--- src/rtl/lvds_send_framer.sv ---
// lvds_send_framer: transmit-side framer ahead of the 8b/10b encoder.
// Emits a K28.5 training burst after reset or train_req, then wraps source
// bytes into frames: SOF_K, payload, mod-256 checksum, EOF_K, with commas
// between frames and FILL_K whenever the source stalls inside a frame.
//
// Handshake: a byte transfers on a rising clk edge where tx_valid and
// tx_ready are both high; tx_ready depends only on state, train_req and rst,
// never on tx_valid, and tx_data/tx_last are ignored when no transfer occurs.
module lvds_send_framer #(
    parameter int unsigned TRAIN_LEN = 256,
    parameter int unsigned IDLE_GAP  = 4,
    parameter logic [7:0]  COMMA     = 8'hBC,
    parameter logic [7:0]  SOF_K     = 8'hFB,
    parameter logic [7:0]  EOF_K     = 8'hFD,
    parameter logic [7:0]  FILL_K    = 8'h1C
) (
    input  logic        clk,
    input  logic        rst,
    input  logic        train_req,
    input  logic [7:0]  tx_data,
    input  logic        tx_valid,
    input  logic        tx_last,
    output logic        tx_ready,
    output logic [7:0]  enc_data,
    output logic        enc_k,
    output logic        link_up,
    output logic [15:0] frame_cnt,
    output logic [2:0]  dbg_state
);

    typedef enum logic [2:0] {
        S_TRAIN   = 3'd0,
        S_IDLE    = 3'd1,
        S_SOF     = 3'd2,
        S_PAYLOAD = 3'd3,
        S_CSUM    = 3'd4,
        S_EOF     = 3'd5
    } state_t;

    // One counter serves both the training length and the idle gap.
    localparam int unsigned CNT_MAX = (TRAIN_LEN > IDLE_GAP) ? TRAIN_LEN : IDLE_GAP;
    localparam int unsigned CNT_W   = $clog2(CNT_MAX + 1);
    localparam logic [CNT_W-1:0] TRAIN_LAST = CNT_W'(TRAIN_LEN - 1);
    localparam logic [CNT_W-1:0] GAP_MIN    = CNT_W'(IDLE_GAP);

    state_t           state, state_nx;
    logic [CNT_W-1:0] cnt, cnt_nx;
    logic [7:0]       csum, csum_nx;
    logic [7:0]       sym_data;
    logic             sym_k;
    logic             frame_done;
    logic             hs;

    assign tx_ready  = (state == S_PAYLOAD) & ~train_req & ~rst;
    assign hs        = tx_valid & tx_ready;
    assign dbg_state = state;

    // Next state, counter, checksum and the symbol to register this cycle.
    always_comb begin
        state_nx   = state;
        cnt_nx     = cnt;
        csum_nx    = csum;
        sym_data   = COMMA;
        sym_k      = 1'b1;
        frame_done = 1'b0;
        case (state)
            S_TRAIN: begin
                if (cnt == TRAIN_LAST) begin
                    state_nx = S_IDLE;
                    cnt_nx   = '0;
                end else begin
                    cnt_nx = cnt + CNT_W'(1);
                end
            end
            S_IDLE: begin
                if ((cnt >= GAP_MIN) && tx_valid) begin
                    state_nx = S_SOF;
                end else if (cnt < GAP_MIN) begin
                    cnt_nx = cnt + CNT_W'(1);
                end
            end
            S_SOF: begin
                sym_data = SOF_K;
                csum_nx  = 8'h00;
                state_nx = S_PAYLOAD;
            end
            S_PAYLOAD: begin
                if (hs) begin
                    sym_data = tx_data;
                    sym_k    = 1'b0;
                    csum_nx  = csum + tx_data;
                    if (tx_last) begin
                        state_nx = S_CSUM;
                    end
                end else begin
                    sym_data = FILL_K;
                end
            end
            S_CSUM: begin
                sym_data = csum;
                sym_k    = 1'b0;
                state_nx = S_EOF;
            end
            S_EOF: begin
                sym_data   = EOF_K;
                frame_done = 1'b1;
                cnt_nx     = '0;
                state_nx   = S_IDLE;
            end
            default: begin
                state_nx = S_TRAIN;
                cnt_nx   = '0;
            end
        endcase
        // Retraining aborts any frame: no checksum, no EOF, no count.
        if (train_req) begin
            state_nx   = S_TRAIN;
            cnt_nx     = '0;
            csum_nx    = 8'h00;
            sym_data   = COMMA;
            sym_k      = 1'b1;
            frame_done = 1'b0;
        end
    end

    // State register plus registered symbol, link and frame counter outputs.
    always_ff @(posedge clk) begin
        if (rst) begin
            state     <= S_TRAIN;
            cnt       <= '0;
            csum      <= 8'h00;
            enc_data  <= COMMA;
            enc_k     <= 1'b1;
            link_up   <= 1'b0;
            frame_cnt <= 16'h0000;
        end else begin
            state    <= state_nx;
            cnt      <= cnt_nx;
            csum     <= csum_nx;
            enc_data <= sym_data;
            enc_k    <= sym_k;
            link_up  <= (state_nx != S_TRAIN);
            if (frame_done) begin
                frame_cnt <= frame_cnt + 16'h0001;
            end
        end
    end

endmodule

--- config.mk ---
export PLATFORM = sky130hd
export DESIGN_NAME = lvds_send_framer
export DESIGN_NICKNAME = d
export VERILOG_FILES = /design/src/rtl/lvds_send_framer.sv
export SDC_FILE = /design/constraint.sdc
export NUM_CORES = 1
export LEC_CHECK = 0
export ABC_AREA = 1
export CAP_MARGIN = 25
export CORE_MARGIN = 8
export CORE_UTILIZATION = 45
export DETAILED_ROUTE_END_ITERATION = 6
export HOLD_SLACK_MARGIN = 0.05
export PLACE_DENSITY = 0.69
export SYNTH_ARGS = -nofsm -noshare
export SYNTH_HDL_FRONTEND = slang
export SYNTH_SLANG_ARGS = --single-unit
export TNS_END_PERCENT = 30
--- constraint.sdc ---
create_clock -name clk -period 2.38 [get_ports clk]
set_input_delay 0.238 -clock clk [delete_from_list [all_inputs] [get_ports clk]]
set_output_delay 0.238 -clock clk [all_outputs]
set_load 0.1 [all_outputs]
=== Word level (Yosys, flattened, before mapping) ===
Cells that the tools add are included.

* Bits in registers: 46
* Input port bits: 13
* Output and inout port bits: 30
* Word-level logic and storage cells: 53

* Add/subtract/negate cells: 3
* $lt $le $gt $ge: 2
* Equality and inequality tests: 9
* Multiplexer cells: 18
* Bitwise logic cells: 6
* Reduce and logical (&&, ||, !) cells: 8

{| class="wikitable"
|+ Operator list
! operator !! number
|-
| case mux 8 bit (4 select lines) || 1
|-
| two-way mux 9 bit || 3
|-
| case mux 9 bit (3 select lines) || 1
|-
| case mux 3 bit (6 select lines) || 1
|-
| adder 16 x 1 -> 16 bit (second input constant) || 1
|-
| two-way mux 8 bit || 2
|-
| case mux 8 bit (2 select lines) || 1
|-
| two-way mux 3 bit || 5
|-
| adder 9 x 1 -> 9 bit (second input constant) || 1
|-
| == test 9 x 8 -> 1 bit (second input constant) || 1
|-
| >= comparator 9 x 3 -> 1 bit (second input constant) || 1
|-
| less-than comparator 9 x 3 -> 1 bit (second input constant) || 1
|-
| adder 8 bit || 1
|-
| == test 3 x 2 -> 1 bit (second input constant) || 2
|-
| == test 3 bit (second input constant) || 2
|-
| inequality test 2 bit (second input constant) || 3
|-
| AND 1 bit || 3
|-
| == test 3 x 1 -> 1 bit (second input constant) || 1
|-
| logical NOT 3 bit || 1
|-
| two-way mux 1 bit || 3
|-
| NOT 1 bit || 3
|-
| AND reduction 3 bit || 1
|-
| nonzero test 3 bit || 1
|-
| OR reduction 3 bit || 1
|-
| other kinds (5) || 5
|}

=== Logic depth before layout (Yosys ltp) ===
* Depth after elaboration: 8
* Gate-level depth with buffers: 12
* Depth with buffers taken out: 12

=== Least setup slack after synthesis ===
OpenSTA, ideal clock, no wires.

* Kind: reg-to-output
* Start point: reg state[0], in the netlist dbg_state[0]
* End point: out tx_ready
* Data arrival time: 3.345 ns
* Required time: 2.142 ns
* Setup slack: -1.203 ns
* Cell stages (with the launch flop): 3
* Cells stage by stage: dfxtp_1 > nand2_1 > nor3_1

* Cells in the longest elaborated chain, start to end: 3

{| class="wikitable"
|+ RTL lines
! element !! line !! text
|-
| from (decl) || 46 || <nowiki>state_t state, state_nx;</nowiki>
|-
| from (signal assigned) || 137 || <nowiki>state <= state_nx;</nowiki>
|-
| == test 3 x 2 -> 1 bit || 54 || <nowiki>assign tx_ready = (state == S_PAYLOAD) & ~train_req & ~rst;</nowiki>
|-
| AND 1 bit (2 in series) || 54 ||
|-
| to (decl) || 23 || <nowiki>output logic tx_ready,</nowiki>
|}

No other way between the ends.

=== Final worst setup path ===
* Start point: reg cnt[0]
* End point: reg cnt[0]

* Cells in the longest elaborated chain, start to end: 4
* Elaborated cells on any way between the ends: 12
* Those cells by class: add/sub: 1; order compare: 2; eq/ne: 3; mux: 4; reduce/logical: 2

{| class="wikitable"
|+ RTL lines
! element !! line !! text
|-
| from (decl) || 47 || <nowiki>logic [CNT_W-1:0] cnt, cnt_nx;</nowiki>
|-
| from (signal assigned) || 138 || <nowiki>cnt <= cnt_nx;</nowiki>
|-
| adder 9 x 1 -> 9 bit or >= comparator 9 x 3 -> 1 bit (tied branches) || 72, 79, 76 ||
|-
| two-way mux 9 bit or logical AND 1 bit (tied branches) || 78, 76 ||
|-
| two-way mux 9 bit or inequality test 2 bit (tied branches) || - ||
|-
| case mux 9 bit (3 select lines) or AND reduction 3 bit (tied branches) || - ||
|}

Several ways; a longest one is shown, not always the timed one. The select of a mux whose other input is x is not followed.
A chain may end at the register's enable or synchronous reset.

==> results.yml <==
clock_network:
  cts_buffers: 5
  cts_tree: "built"
  cts_resized: 0
  hold_buffers: 0
  htreeDepth: 2
  clock_sinks: 46
  path_clk_slew_ns: 0.09
  cts_root_buf: "clkbuf_8"
  postCtsSetupBuffers: 0
  cts_buffer_depth: 2
  clock_latency_ns: 0.29
die:
  rows: 28
  die_w_um: 92.3
  io_pins: 43
  design.core.area_um2: 5780
  die_area_um2: 8530
  start_util_pct: 45.4
  die_height_um: 92.3
sta:
  setup_slack_ns: 0.375
  clock_skew_ns: 0.00339
  hold_violations: 0
  relSlewSlack_pct: 72.3
  rsz0062_at_grt: "no"
  finalSetupViolCount: 0
  timing.final.crit_share_pct: 84.2
  final.setup.tns_ns: 0
  hold_ws_ns: 0.486
  fmax_mhz: 499
  worstMarginPinSlew_ns: 0.414
  min_period_ns: 2.00
  finalMaxSlewViolations: 0
global_route:
  grtUsageTotal_pct: 14.5
  grt_antenna_before_repair: 0
  grt.busiest_layer: "met2"
  gr-total-overflow: 0
  grt_use_met2_pct: 24.6
  grtUsageMet3_pct: 3.80
  met1_usage_pct: 17.9
  grt_pass1_vias: 2324
  grt_max_degree: 16
  grt_pass1_wl_mm: 10.5
logic_synthesis:
  syn_nets: 422
  yosysWarnings: 0
  ys_ff_latch: 46
  synth_cell_types: 34
  synth_edf_count: 0
  synth.avg_cell_area_um2: 6.62
  synth_area_um2: 2620
  ys_seq_area_share_pct: 35.1
  ys.flop_type: "dfxtp_1"
  async_flop_share_pct: 0
  synthCells: 396
power_and_ir_drop:
  p_sw_share_pct: 20.3
  clockPowerShare_pct: 45.1
  leakagePower_nw: 1.34
  p_sw_mw: 0.312
  intPower_mw: 1.22
  pwr-share-comb_pct: 4.6
  power_density_nw_per_um2: 478
  seq_power_share_pct: 50.3
  peakVddDrop_v: 0.000387
critical_path:
  crit_required_ns: 2.56
  critPathMaxStageDelay_ns: 0.40
  worstPathArrival_ns: 2.19
  critPathLaunchType: "register"
  cp-end-kind: "register"
  worstPathCellList: "ha_1, nand2_1, inv_1, nand4_1, nor2_1, ha_1, inv_1, o21ai_0, nor2_1, o21ai_0, nor2_1"
  path_class: "register to register"
  cp_max_fo: 7
  crit_top_cell: "nor2_1"
  slowest_stage: "dfxtp_1"
drt:
  vias: 2593
  routedWlPerCell_um: 11.9
  ant_nets: 0
  drt_iter0_drc: 120
  drc: 0
  wirelength_mm: 6.14
  firstDrtPassIters: 4
  post_drt_via_cell_ratio: 5.01
placed_design:
  place_hpwl_mm: 4.80
  pre_cts_ws_ns: 0.406
  dp.cells: 510
  place_congestion: 0.898
  io_buffers: 42
  placed_area_um2: 3070
flow_run:
  cap_violations: 0
finish:
  design_area_um2: 3210
  area_growth_pct: 22.4
  final_nets: 468
  instances_no_fill: 518
  num_antenna_cells: 0
  drive_above_1_share_pct: 13.8
run_status:
  status: "complete, no violations"
min_path:
  hold_class: "register to register"
[worst paths after layout]
kind,slack (ns),startpoint,endpoint,depth (start not counted)
setup / recovery,0.38,cnt[0],cnt[0],11
setup reg to reg,0.38,cnt[0],cnt[0],11
hold / removal,0.49,csum[6],csum[6],2
hold reg to reg,0.49,csum[6],csum[6],2
[cell usage after synthesis, types with 4 or more instances]
library cell	count	area, um^2
nand4_1	14	87.6
o21ai_0	25	125
inv_2	4	15.0
ha_1	12	150
dfxtp_1	46	921
nor2_1	34	128
inv_1	50	188
nand2_1	111	417
a21oi_1	34	170
nand3_1	29	145
[registers in the layout (all words and copies together), names as in the netlist]
name,count
cnt,9
link_up,1
dbg_state,3
enc_k,1
csum,8
enc_data,8
frame_cnt,16
[cells by family after synthesis]
| kind of cell | Yosys count | synth area share (%) |
|---|---|---|
| and+or+nand+nor | 204 | 34.3 |
| AOI/OAI and AO/OA | 69 | 13.8 |
| buffers and inverters | 61 | 9.35 |
| DFF | 46 | 35.1 |
| adders and majority gates | 13 | 6.49 |
| xor gates and xnor gates | 3 | 1.00 |
[power groups by stage]
stage               logic [mW]  clock network [mW]  registers, mW
floorplan               0.0355                   0          0.790
global placement        0.0698                   0          0.790
detailed placement      0.0700                   0          0.790
CTS                     0.0702               0.717          0.772
global route            0.0779               0.753          0.773
finish                  0.0702               0.693          0.772
[through the flow]
stage                     utilization [%]  total power [mW]
after floorplan                         -             0.826
after global placement               53.1             0.860
after detailed placement             53.1             0.860
after CTS                            55.5              1.56
after global routing                 55.5              1.60
final                                55.5              1.54
[layout make-up]
cell class | instances | area [um^2]
fillers | 581 | 2570
multi-input cells | 289 | 1470
flip-flops and latches | 46 | 922
repair buffers | 45 | 380
inverters | 55 | 208
well taps | 75 | 93.8
clock buffers | 5 | 68.8
clock inverters | 3 | 68.8
[routing by layer]
metal / up-vias / share of wire (%)
li1: 1379 / -
met1: 1148 / 47
met2: 60 / 46
met3: 6 / 5.5
met4: 0 / 1.0
met5: - / 0
[worst max-delay path: cells and delay by family, from the launching register on]
family | cells | cell delay (ns)
fa+ha+maj | 2 | 0.38
compound gates | 2 | 0.47
buf+inv | 2 | 0.19
flops | 1 | 0.40
simple gates | 5 | 0.46
[placed cells by master, fill, tap and decap left out, drive strengths merged, types with 2 or more instances in the layout]
master,instances
clkinv,2
inv,54
o21ai,29
dfxtp,46
xor2,2
a21oi,34
nor2,39
bufinv,2
nand3,30
nand4,14
a31oi,3
clkdlybuf4s50,12
clkbuf,5
nor3,4
ha,12
nand2,112
or2,2
buf,33
(Power assumes the default switching activity.)
